--- src/rtl/audio_tdm_tx.sv ---
// Stereo/TDM audio serializer: derives BCK and LRCK from the reference clock and
// shifts one buffered multi-channel frame out MSB-first in I2S or left-justified format.
module audio_tdm_tx #(
  parameter int REF_CLK     = 18432000,
  parameter int SAMPLE_RATE = 48000,
  parameter int DATA_WIDTH  = 16,
  parameter int SLOT_WIDTH  = 16,
  parameter int CHANNEL_NUM = 2,
  parameter int BCK_HALF    = REF_CLK / (SAMPLE_RATE * SLOT_WIDTH * CHANNEL_NUM * 2)
) (
  input  logic                              iCLK,
  input  logic                              iRST_N,
  input  logic                              iEnable,
  input  logic                              iMode,
  input  logic                              iMute,
  input  logic [CHANNEL_NUM*DATA_WIDTH-1:0] iSample,
  input  logic                              iValid,
  output logic                              oReady,
  output logic                              oAUD_BCK,
  output logic                              oAUD_LRCK,
  output logic                              oAUD_DATA,
  output logic                              oUnderrun,
  output logic [15:0]                       oUnderrun_Cnt
);

  localparam int FW     = CHANNEL_NUM * SLOT_WIDTH;
  localparam int SW     = CHANNEL_NUM * DATA_WIDTH;
  localparam int DIV_W  = $clog2(BCK_HALF + 1);
  localparam int BIT_W  = (SLOT_WIDTH > 1) ? $clog2(SLOT_WIDTH) : 1;
  localparam int SLOT_W = $clog2(CHANNEL_NUM);

  localparam logic [DIV_W-1:0]  DIV_LAST  = DIV_W'(BCK_HALF - 1);
  localparam logic [BIT_W-1:0]  BIT_LAST  = BIT_W'(SLOT_WIDTH - 1);
  localparam logic [SLOT_W-1:0] SLOT_LAST = SLOT_W'(CHANNEL_NUM - 1);

  logic [DIV_W-1:0]  r_div;
  logic              r_bck;
  logic              r_run;
  logic [BIT_W-1:0]  r_bit;
  logic [SLOT_W-1:0] r_slot;
  logic              r_lrck;
  logic              r_mode;
  logic [FW-1:0]     r_shift;
  logic              r_dly;
  logic [SW-1:0]     r_hold;
  logic [SW-1:0]     r_last;
  logic              r_full;
  logic              r_underrun;
  logic [15:0]       r_ur_cnt;

  logic              w_strobe;
  logic              w_start;
  logic              w_bit_wrap;
  logic              w_slot_wrap;
  logic              w_boundary;
  logic              w_xfer;
  logic [SW-1:0]     w_src;
  logic [FW-1:0]     w_frame;
  logic [BIT_W-1:0]  w_bit_nxt;
  logic [SLOT_W-1:0] w_slot_nxt;
  logic              w_lrck_nxt;

  // The shift strobe is the BCK falling toggle; every serial output moves only on it.
  assign w_strobe    = iEnable && r_bck && (r_div == DIV_LAST);
  assign w_start     = iEnable && !r_run;
  assign w_bit_wrap  = (r_bit == BIT_LAST);
  assign w_slot_wrap = (r_slot == SLOT_LAST);
  assign w_boundary  = w_start || (w_strobe && w_bit_wrap && w_slot_wrap);
  assign w_xfer      = iValid && !r_full;
  assign w_src       = r_full ? r_hold : r_last;

  // Each channel is left-aligned in its slot; slot padding stays zero.
  // NOTE: every combinational output gets a default first so no latch is inferred.
  always_comb begin
    w_frame = '0;
    if (!iMute) begin
      for (int ch = 0; ch < CHANNEL_NUM; ch++) begin
        w_frame[FW-1-ch*SLOT_WIDTH -: DATA_WIDTH] = w_src[SW-1-ch*DATA_WIDTH -: DATA_WIDTH];
      end
    end
  end

  always_comb begin
    w_bit_nxt  = r_bit;
    w_slot_nxt = r_slot;
    if (w_start) begin
      w_bit_nxt  = '0;
      w_slot_nxt = '0;
    end else if (w_strobe) begin
      if (w_bit_wrap) begin
        w_bit_nxt  = '0;
        w_slot_nxt = w_slot_wrap ? '0 : r_slot + SLOT_W'(1);
      end else begin
        w_bit_nxt = r_bit + BIT_W'(1);
      end
    end
    if (CHANNEL_NUM == 2) w_lrck_nxt = (w_slot_nxt == SLOT_W'(1));
    else                  w_lrck_nxt = (w_slot_nxt == '0) && (w_bit_nxt == '0);
  end

  // NOTE: the frame-wide holding and shift registers are reset too, so a reset
  // mid-frame can never leak stale samples onto the pins.
  always_ff @(posedge iCLK or negedge iRST_N) begin
    if (!iRST_N) begin
      r_div      <= '0;
      r_bck      <= 1'b0;
      r_run      <= 1'b0;
      r_bit      <= '0;
      r_slot     <= '0;
      r_lrck     <= 1'b0;
      r_mode     <= 1'b0;
      r_shift    <= '0;
      r_dly      <= 1'b0;
      r_hold     <= '0;
      r_last     <= '0;
      r_full     <= 1'b0;
      r_underrun <= 1'b0;
      r_ur_cnt   <= '0;
    end else begin
      // Handshake stays live while the serial side is idle.
      if (w_xfer) begin
        r_hold <= iSample;
        r_full <= 1'b1;
      end else if (w_boundary && r_full) begin
        r_full <= 1'b0;
      end
      r_underrun <= w_boundary && !r_full;
      if (w_boundary && !r_full && (r_ur_cnt != 16'hFFFF)) r_ur_cnt <= r_ur_cnt + 16'd1;

      if (!iEnable) begin
        r_div   <= '0;
        r_bck   <= 1'b0;
        r_run   <= 1'b0;
        r_bit   <= '0;
        r_slot  <= '0;
        r_lrck  <= 1'b0;
        r_shift <= '0;
        r_dly   <= 1'b0;
      end else begin
        r_run <= 1'b1;
        if (r_div == DIV_LAST) begin
          r_div <= '0;
          r_bck <= !r_bck;
        end else begin
          r_div <= r_div + DIV_W'(1);
        end
        r_bit  <= w_bit_nxt;
        r_slot <= w_slot_nxt;
        r_lrck <= w_lrck_nxt;
        if (w_boundary) begin
          r_shift <= w_frame;
          r_mode  <= iMode;
          if (r_full) r_last <= r_hold;
        end else if (w_strobe) begin
          r_shift <= r_shift << 1;
        end
        // One-BCK delayed copy of the stream feeds I2S mode.
        if (w_strobe) r_dly <= r_shift[FW-1];
      end
    end
  end

  assign oReady        = !r_full;
  assign oAUD_BCK      = r_bck;
  assign oAUD_LRCK     = r_lrck;
  assign oAUD_DATA     = r_mode ? r_shift[FW-1] : r_dly;
  assign oUnderrun     = r_underrun;
  assign oUnderrun_Cnt = r_ur_cnt;

endmodule

--- config.mk ---
export PLATFORM = sky130hd
export DESIGN_NAME = audio_tdm_tx
export DESIGN_NICKNAME = d
export VERILOG_FILES = /design/src/rtl/audio_tdm_tx.sv
export SDC_FILE = /design/constraint.sdc
export NUM_CORES = 1
export LEC_CHECK = 0
export CORE_ASPECT_RATIO = 0.75
export CORE_MARGIN = 3
export CORE_UTILIZATION = 35
export DETAILED_ROUTE_END_ITERATION = 8
export GPL_ROUTABILITY_DRIVEN = 1
export HOLD_SLACK_MARGIN = 0.1
export RECOVER_POWER = 50
export SYNTH_ARGS = -nofsm -noshare
export SYNTH_HDL_FRONTEND = slang
export SYNTH_SLANG_ARGS = --single-unit
--- constraint.sdc ---
create_clock -name iCLK -period 4.5 [get_ports iCLK]
set_input_delay 0.45 -clock iCLK [delete_from_list [all_inputs] [get_ports iCLK]]
set_output_delay 0.45 -clock iCLK [all_outputs]
set_load 0.1 [all_outputs]
# After elaboration in Yosys (flattened, before gate mapping)
# Index checks and enable logic that the tools add are counted.
# totals
regBits	126
inputBits	38
output_inout_bits	21
elab_cells	65
# classes
addsub	4
eq_ne	8
n_mux	24
n_reduce_logical	16
# op_table
operator	count
2-to-1 mux 32 bit	5
adder 16 x 1 -> 16 bit (second input constant)	1
2-to-1 mux 4 bit	4
inequality test 16 bit (second input constant)	1
2-to-1 mux 1 bit	13
logical AND 1 bit	9
inequality test 3 x 1 -> 1 bit (second input constant)	3
2-to-1 mux 3 bit	2
adder 4 x 1 -> 4 bit (second input constant)	1
equality test 4 bit (second input constant)	1
inequality test 2 x 1 -> 1 bit (second input constant)	2
AND reduction 2 bit	2
adder 3 x 1 -> 3 bit (second input constant)	1
equality test 3 bit (second input constant)	1
logical NOT 1 bit	3
nonzero test 2 bit	1
adder 1 bit (second input constant)	1
logical OR 1 bit	1

# Depth between registers and ports, before layout
# Gate-level depths: netlist (run 1).
# depth
ltp_word	8
depth_mapped	8
mapped_depth_nobuf	7

# Worst setup path after synthesis (run 1)
# No wires, ideal clock.
# synth_path
path_kind	reg2reg
start	register r_bck (netlist: oAUD_BCK)
end	register r_ur_cnt[11] (netlist: oUnderrun_Cnt[11])
setup_time_ps	160
arrival_time_ps	2283
required_ps	4340
path_slack_ps	2057
stages_incl_launch_ff	8
path_buffers	2
synth_period_minus_slack_ps	2443
cell_sequence	dfrtp_1 nand4b_4 o21a_1 buf_6 nor3_2 buf_4 nand4_1 xnor2_1
# synth_between
elab_chain_len	7
# synth_lines
item	line_no	text
start: declaration	37	logic r_bck;
start signal: assignment	143	r_bck <= !r_bck;
logical AND 1 bit (2 in series)	64	assign w_strobe = iEnable && r_bck && (r_div == DIV_LAST);
logical AND 1 bit (2 in series)	68	assign w_boundary = w_start || (w_strobe && w_bit_wrap && w_slot_wrap);
logical OR 1 bit	68	
logical AND 1 bit (2 in series)	128	if (w_boundary && !r_full && (r_ur_cnt != 16'hFFFF)) r_ur_cnt <= r_ur_cnt + 16'd1;
end signal: assignment	128	
end: declaration	49	logic [15:0] r_ur_cnt;
# No other way between the ends.
# A chain may end at the register's enable or synchronous reset.

# Worst setup path after layout (run 1)
# layout_path
start	register r_full
end	output oReady
# layout_between
elab_chain_len	1
# layout_lines
item	line_no	text
start: declaration	47	logic r_full;
start signal: assignment	116	r_full <= 1'b0;
start signal: assignment	123	r_full <= 1'b1;
start signal: assignment	125	r_full <= 1'b0;
logical NOT 1 bit	163	assign oReady = !r_full;
end: declaration	18	output logic oReady,
# No other way between the ends.

==> impl_results.md, run 1 <==
* RSZ-0062 raised after global routing: no
* Via-to-Cell Ratio at 4.92
* Hold Fails Final Rpt at 0
* Gr usage total at 13.0%
* Full die area at 17500 sq um
* Asr flop ratio synth at 100%
* CTS tree: done
* Max-cap violations at 1
* CP required at 4050 ps
* Skew final at 8.11 ps
* Top cells by count, synth: 126 x dfrtp_1, 64 x mux2_2, 47 x nand2_1
* Total congestion overflow at 0
* Sink Count at 126
* Syn_nets at 519
* Max VDD drop at 260 uV
* Vias at 3676
* Pleak at 0.00302 uW
* Post_cts resized at 0
* Slew headroom at -93.7%
* Top post-synthesis cells by area: dfrtp_1 56%, mux2_2 13%, mux2i_1 5.9%, nand2_1 3.2%, a21oi_1 3.0%
* Cells after Synth at 479
* Top Ports at 59
* Critical path arrival at 2680 ps
* First-pass GRT wire length at 18300 um
* Worst slew pin tran at 2910 ps
* Htree depth at 4
* Post-route ant nets at 0
* Fmax at 319 MHz
* Status: complete, but fails checks
* 1st-pass router iterations at 4
* Later-pin clock latency in the skew report at 400 ps
* Clock-pin slew on the worst setup and hold paths at 50 ps
* Most frequent cell after synthesis: dfrtp_1
* Register area share after synthesis at 56.5%
* Post-CTS Hold Buffers at 0
* Placed standard-cell area at 6330 sq um
* R2r setup slk at 1790 ps
* DRT Wirelength at 11000 um
* Clock root buffer: clkbuf_16
* Synthesis Warnings at 0
* Starting Density at 36.2%
* Worst Path Max Fanout at 37
* Max-slew violations at 57
* Final min period at 3130 ps
* Yosys cell types at 39
* Final setup violation count at 0
* Yosys reg bits at 126
* Die Ht at 115 um
* Violation count after the first detailed-routing iteration at 311
* RD Place Congestion at 0.749
* Failing checks: capacitance limit, slew limit
* Worst hold path type: reg2reg
* WS Path Type: reg2out
* Share of the synthesized area in the top cell type at 56.5%
* Primary FF master, synth: dfrtp_1
* Antenna diodes at 0
* Post-route cell area at 6940 sq um
* Layout cells sized above 1 at 19.6%
* Antenna violations before repair at 0
* Max Root-Sink Buffers at 2
* DR WL/cell at 14.7 um
* Final core occ at 45.0%
* Total CTS buffers at 17
* Vias in the first global route at 3595
* DIE WIDTH at 152 um
* Cell accounting for the most synthesized area: dfrtp_1
* # DRC at 0
* Post-Syn Area at 5590 sq um
* Core Area at 15400 sq um
* PD cells at 527 nW/um^2
* EDFF count, synth at 0
* Crit path capture type: output pin
* Syn_area_per_cell at 11.7 sq um
* PortBufs at 58
* Fin nets at 569
* Synth-to-Final Area Change at 24.3%
* Pin count of the biggest net entering global routing at 62
* Num rows at 39
* Period utilisation layout at 69.6%
* Worst setup SP type: register
* Final TNS setup at 0 ps
* Setup repair bufs after CTS at 0
* Hpwl dp at 6990 um
[where the power goes]
group | leakage (uW) | internal (uW) | switching, uW
clock network | 0.000309 | 951 | 481
logic | 0.00112 | 319 | 355
registers | 0.00160 | 1380 | 176
[per-layer routing]
metal	vias up	GRT usage [%]	wire [um]
li1	1810	-	-
met1	1807	18.4	5540
met2	55	19.4	5040
met3	4	3.65	342
met4	0	4.13	40
met5	-	0	0
[cell usage in the layout, fill, tap and decap left out, types with 10 or more instances in the layout]
cell,count
mux2_2,64
nand2_1,47
a21oi_1,34
mux2i_1,33
nor3_1,31
nand4_1,11
clkdlybuf4s50_1,56
xnor2_1,10
clkbuf_16,17
dfrtp_1,125
o21ai_0,31
[cell families (layout without fill, tap and decap cells)]
logic type                 count (synthesis)  count (layout)  share of synthesized area [%]
buffers and inverters                     35              98                           2.67
muxes                                    100             100                           19.4
DFF                                      126             126                           56.5
and+or+nand+nor                          122             122                           10.9
adders and majority gates                  2               2                          0.448
xor gates and xnor gates                  17              17                           2.67
AOI/OAI and AO/OA                         77              77                           7.44
[final cells by class]
cell class                      instances  area (sq um)
Sequential cell                       126          3150
Multi-Input combinational cell        318          2290
Tap cell                              205           256
Clock inverter                         12           166
Clock buffer                           20           457
Fill cell                            1431          8480
Timing Repair Buffer                   63           609
Inverter                                3          11.3
[final timing paths]
check                                        start                      endpoint  cells after the start
max                             r_full$_DFFE_PN0P_                        oReady                      2
min                        r_shift[13]$_DFFE_PN0P_       r_shift[13]$_DFFE_PN0P_                      2
max reg2reg                   r_bit[0]$_DFFE_PN0P_  oUnderrun_Cnt[1]$_DFFE_PN0P_                      5
min reg2reg                r_shift[13]$_DFFE_PN0P_       r_shift[13]$_DFFE_PN0P_                      2
max in group asynchronous                   iRST_N        r_last[20]$_DFFE_PN0P_                      2
min in group asynchronous                   iRST_N         r_hold[7]$_DFFE_PN0P_                      1
[state kept, by name, summed over array words and instances, names as in the netlist]
name	flops
r_last	32
r_full	1
r_shift	32
oAUD_LRCK	1
oUnderrun_Cnt	16
r_mode	1
r_run	1
r_div	3
oUnderrun	1
r_hold	32
r_dly	1
r_bit	4
oAUD_BCK	1
[worst max-delay path, cell delays in order (launching register included)]
cell,delay (ps)
dfrtp_2,1060
inv_1,180
clkdlybuf4s50_1,1030
[stage by stage]
| stage | setup WS [ps] | std cells | hold WS, ps | power, uW |
|---|---|---|---|---|
| 3_5_place_dp | 1740 | 715 | 471 | 2260 |
| 4_1_cts | 1320 | 747 | 115 | 3710 |
| 2_1_floorplan | 2060 | 479 | 154 | 2050 |
| 3_3_place_gp | 1770 | 715 | 463 | 2230 |
| 6_report | 1370 | 747 | 479 | 3660 |
| 5_1_grt | 631 | 747 | 503 | 3840 |
(Power assumes the default switching activity.)
==> run 2, diff against run 1 <==
==> constraint.sdc (replaced) <==
create_clock -name iCLK -period 3.05 [get_ports iCLK]
set_input_delay 0.305 -clock iCLK [delete_from_list [all_inputs] [get_ports iCLK]]
set_output_delay 0.305 -clock iCLK [all_outputs]
set_load 0.1 [all_outputs]
==> impl_results.md, run 2 (same netlist as run 1, synthesis figures left out) <==
* Post-route cell area at 6870 sq um
* Combinational Power Share at 19.1%
* CTS tree: done
* Synth-to-Final Area Change at 23.1%
* RR Startpoint: r_div[1]$_DFF_PN0_
* R2r setup slk at 740 ps
* Max-cap violations at 0
* Vias at 3766
* Worst r2r dst: oUnderrun_Cnt[1]$_DFFE_PN0P_
* Skew final at 11.0 ps
* Largest registers: r_hold (32), r_last (32), r_shift (32)
* Slowest stage cell, crit path: nor3_2
* Filler Cell Count at 1469
* R2R depth at 4
* Pleak at 0.00303 uW
* Max-slew violations at 0
* Fmax at 433 MHz
* PD cells at 761 nW/um^2
* Top Ports at 59
* Slowest stage delay, CP at 630 ps
* Dpl ws at 793 ps
* Clock Power Share at 37.3%
* Total CTS buffers at 17
* Die Ht at 115 um
* Net Sw Frac at 28.2%
* PortBufs at 58
* Worst Slack Setup Final at 741 ps
* 1st-pass router iterations at 5
* Antenna violations before repair at 0
* Most frequent cells in the layout: 125 x dfrtp_1, 64 x mux2_2, 47 x nand2_1, 35 x clkdlybuf4s50_1, 34 x a21oi_1
* CP required at 3340 ps
* Num rows at 39
* Worst slew pin tran at 1380 ps
* Hpwl dp at 7140 um
* Hold Path Stages at 2
* WS Path Type: reg2reg
* Layout cells sized above 1 at 22.9%
* Hold Fails Final Rpt at 0
* Total congestion overflow at 0
* Clock root buffer: clkbuf_16
* Hold Slack at 480 ps
* Antenna diodes at 0
* First-pass GRT wire length at 19300 um
* Slew headroom at 7.76%
* Sequential share of power at 43.6%
* Gr usage total at 13.6%
* Tot Pwr at 5230 uW
* Clock-pin slew on the worst setup and hold paths at 50 ps
* Fin nets at 574
* Max Root-Sink Buffers at 2
* CP Cell Sequence: nand4b_1, o21a_2, nor3_2, mux2_2
* Internal at 3750 uW
* Status: completed
* Most common cell after layout, fill and taps aside: dfrtp_1
* Placed standard-cell area at 6320 sq um
* Starting Density at 36.2%
* Vias in the first global route at 3789
* Post-route ant nets at 0
* Core Area at 15400 sq um
* CP endpoint: oUnderrun_Cnt[1]$_DFFE_PN0P_
* RSZ-0062 raised after global routing: no
* Sink Count at 126
* DR WL/cell at 14.9 um
* Via-to-Cell Ratio at 5.01
* Critical path arrival at 2600 ps
* DRT Wirelength at 11200 um
* Final TNS setup at 0 ps
* Final min period at 2310 ps
* Psw at 1480 uW
* Max VDD drop at 366 uV
* Later-pin clock latency in the skew report at 410 ps
* Worst hold path type: reg2reg
* # DRC at 0
* Full die area at 17500 sq um
* Violation count after the first detailed-routing iteration at 215
* Worst setup SP type: register
* Crit path capture type: register
* Crit path launch: r_div[1]$_DFF_PN0_
* Pin count of the biggest net entering global routing at 61
* RD Place Congestion at 0.742
* Final setup violation count at 0
* DIE WIDTH at 152 um
* Worst Path Max Fanout at 12
* Period utilisation layout at 75.7%
* Htree depth at 4
==> run 2: timing repair <==
| action | in CTS | in global routing |
|---|---|---|
| gates resized for setup | 0 | 0 |
| hold endpoints to repair | 53 | 0 |
| buffers inserted | 0 | 0 |
| hold buffers | 1 | 0 |
| endpoints found under the setup margin | 0 | 0 |
==> run 2: final cells by class <==
cell class                      instances  area, sq um  area share, %
Inverter                                3         11.3          0.164
Multi-Input combinational cell        318         2270           33.1
Clock buffer                           26          529           7.70
Sequential cell                       126         3150           45.9
Tap cell                              205          256           3.73
Timing Repair Buffer                   68          596           8.66
Clock inverter                          5         52.6          0.764
==> run 2: critical path: cells and delay by family, from the launching register on <==
| kind | cells | cell delay, ps |
|---|---|---|
| and+or+nand+nor | 2 | 1030 |
| DFF | 1 | 420 |
| AOI/OAI and AO/OA | 1 | 330 |
| muxes | 1 | 420 |
==> run 2: worst min-delay path by stage <==
stage	endpoint	from
global route	r_hold[17]$_DFFE_PN0P_	iSample[17]
global placement	r_hold[7]$_DFFE_PN0P_	iRST_N
floorplan	oAUD_BCK$_DFFE_PN0P_	iRST_N
finish	r_shift[25]$_DFFE_PN0P_	r_shift[25]$_DFFE_PN0P_
detailed placement	r_hold[7]$_DFFE_PN0P_	iRST_N
CTS	r_shift[25]$_DFFE_PN0P_	r_shift[25]$_DFFE_PN0P_
==> run 2: power groups by stage <==
stage	Combinational, uW	Sequential [uW]	Clock (uW)
after floorplan	606	2420	0
after global placement	994	2290	0
after detailed placement	1020	2310	0
after CTS	1020	2280	1990
after global routing	1090	2340	2080
final	997	2280	1950
==> run 2: layer usage <==
metal / wire length [um] / vias up / GRT usage [%]
li1: - / 1818 / -
met1: 5550 / 1850 / 19.0
met2: 5060 / 83 / 20.7
met3: 441 / 15 / 3.46
met4: 126 / 0 / 4.85
met5: 0 / - / 0
==> run 2: stage by stage <==
step,util [%],instances
final,44.6,751
after detailed placement,41.0,719
after CTS,44.8,751
after global placement,41.0,719
after floorplan,-,479
after global routing,44.6,751
==> run 3, diff against run 2 <==
==> constraint.sdc (replaced) <==
create_clock -name iCLK -period 1.9 [get_ports iCLK]
set_input_delay 0.19 -clock iCLK [delete_from_list [all_inputs] [get_ports iCLK]]
set_output_delay 0.19 -clock iCLK [all_outputs]
set_load 0.1 [all_outputs]
==> impl_results.md, run 3 (same netlist as run 1, synthesis figures left out) <==
* R2R depth at 6
* Starting Density at 36.2%
* Full die area at 17500 sq um
* Non-filler cells, final at 766
* Most frequent cells in the layout: 107 x dfrtp_1, 63 x mux2_2, 47 x nand2_1, 36 x clkdlybuf4s50_1, 34 x a21oi_1
* 1st-pass router iterations at 4
* RR Startpoint: r_bit[1]$_DFFE_PN0P_
* Post-route ant nets at 0
* Internal at 6130 uW
* Antenna diodes at 0
* Worst setup SP type: register
* Violation count after the first detailed-routing iteration at 201
* Later-pin clock latency in the skew report at 410 ps
* DR WL/cell at 15.3 um
* Worst Path Max Fanout at 4
* Hpwl dp at 7530 um
* Total congestion overflow at 0
* Clock root buffer: clkbuf_16
* Pin count of the biggest net entering global routing at 65
* Final core occ at 46.9%
* CTS tree: done
* CP required at 2190 ps
* Clock Power Share at 36.8%
* Vias in the first global route at 3851
* Max-cap violations at 0
* Placed cells at 730
* Skew final at 10.1 ps
* Worst r2r dst: oUnderrun_Cnt[1]$_DFFE_PN0P_
* Post-route cell area at 7220 sq um
* Max-slew violations at 0
* DIE WIDTH at 152 um
* Final min period at 1890 ps
* Clock-pin slew on the worst setup and hold paths at 60 ps
* PortBufs at 58
* Largest registers: r_hold (32), r_last (32), r_shift (32)
* Fmax at 530 MHz
* Total CTS buffers at 17
* Crit path capture type: register
* Psw at 2460 uW
* Max Root-Sink Buffers at 2
* Worst Slack Setup Final at 12.1 ps
* Dpl ws at -25.2 ps
* Period utilisation layout at 99.4%
* RD Place Congestion at 0.814
* RSZ-0062 raised after global routing: yes
* Most common cell after layout, fill and taps aside: dfrtp_1
* # DRC at 0
* Pleak at 0.00312 uW
* Critical path arrival at 2170 ps
* R2r setup slk at 10 ps
* Synth-to-Final Area Change at 29.3%
* Via-to-Cell Ratio at 4.99
* Vias at 3820
* Worst hold path type: in2async
* Crit path launch: r_bit[1]$_DFFE_PN0P_
* Slew headroom at 43.0%
* Net Sw Frac at 28.7%
* Fin nets at 588
* Core Area at 15400 sq um
* Num rows at 39
* Combinational Power Share at 20.4%
* Sink Count at 126
* Final setup violation count at 0
* DRT Wirelength at 11700 um
* Max VDD drop at 649 uV
* Layout cells sized above 1 at 31.2%
* Gr usage total at 13.9%
* Hold Fails Final Rpt at 0
* Status: completed
* First-pass GRT wire length at 19700 um
* Die Ht at 115 um
* Worst slew pin tran at 854 ps
* Sequential share of power at 42.8%
* WS Path Type: reg2reg
* Htree depth at 4
* PD cells at 1190 nW/um^2
* Placed standard-cell area at 6580 sq um
* Top Ports at 59
* Antenna violations before repair at 0
==> run 3: cell count changes in the layout (fill, tap and decap cells not counted), moves of 4 or more <==
cell and delta:
dfrtp_2 +13, buf_4 +8, nor3_1 -6, dfrtp_4 +5
nor3_2 +5, clkbuf_8 -4, buf_12 +6, dfrtp_1 -18
clkinvlp_4 +5, o21ai_0 -4
==> run 3: how the worst max path moves through the flow <==
stage | end | slack, ps
after floorplan | oUnderrun_Cnt[5]$_DFFE_PN0P_ | 10
after global placement | oUnderrun_Cnt[15]$_DFFE_PN0P_ | 50
after detailed placement | r_shift[18]$_DFFE_PN0P_ | -30
after CTS | oUnderrun_Cnt[14]$_DFFE_PN0P_ | 5
after global routing | oUnderrun_Cnt[1]$_DFFE_PN0P_ | -80
final | oUnderrun_Cnt[1]$_DFFE_PN0P_ | 10
==> run 3: layer usage <==
layer	track usage, %	vias up	wire length, um	part of all wire [%]
met2	21.8	47	5630	48
met3	3.20	11	308	2.6
met5	0	-	0	0
met1	18.8	1928	5600	48
met4	5.75	0	154	1.3
li1	-	1834	-	-
==> run 3: final cells by class <==
class	instances	area (sq um)
well taps	205	256
inverters	3	15.0
fillers	1435	8200
clock inverters	10	113
repair buffers	82	800
multi-input cells	318	2380
flip-flops and latches	126	3190
clock buffers	22	474
==> run 3: critical path, stage by stage, from the launching register on <==
cell and delay, ps:
dfrtp_1 370, ha_2 200, nand4_1 180, o21a_2 300
nor3_4 260, buf_4 170, mux2_4 290
==> run 3: what timing repair did <==
| item | in CTS | in global routing |
|---|---|---|
| setup endpoints to repair | 10 | 68 |
| setup buffers | 0 | 3 |
| hold endpoints to repair | 126 | 0 |
| hold buffers | 1 | 0 |
| pin swaps | 0 | 5 |
| resized for setup | 2 | 17 |
==> run 3: metrics by stage <==
step                hold WS [ps]  TNS, ps  total power (uW)
detailed placement          30.6    -25.2              5460
floorplan                   -106        0              4930
global placement            30.4        0              5400
finish                       233        0              8590
CTS                          141        0              8690
global route                 275    -2910              9090
==> run 3: power by group through the flow <==
stage          Sequential, uW  Combinational [uW]  Clock, uW
2_1_floorplan            3930                1000          0
3_3_place_gp             3690                1710          0
3_5_place_dp             3720                1740          0
4_1_cts                  3680                1750       3250
5_1_grt                  3770                1920       3390
6_report                 3680                1750       3160
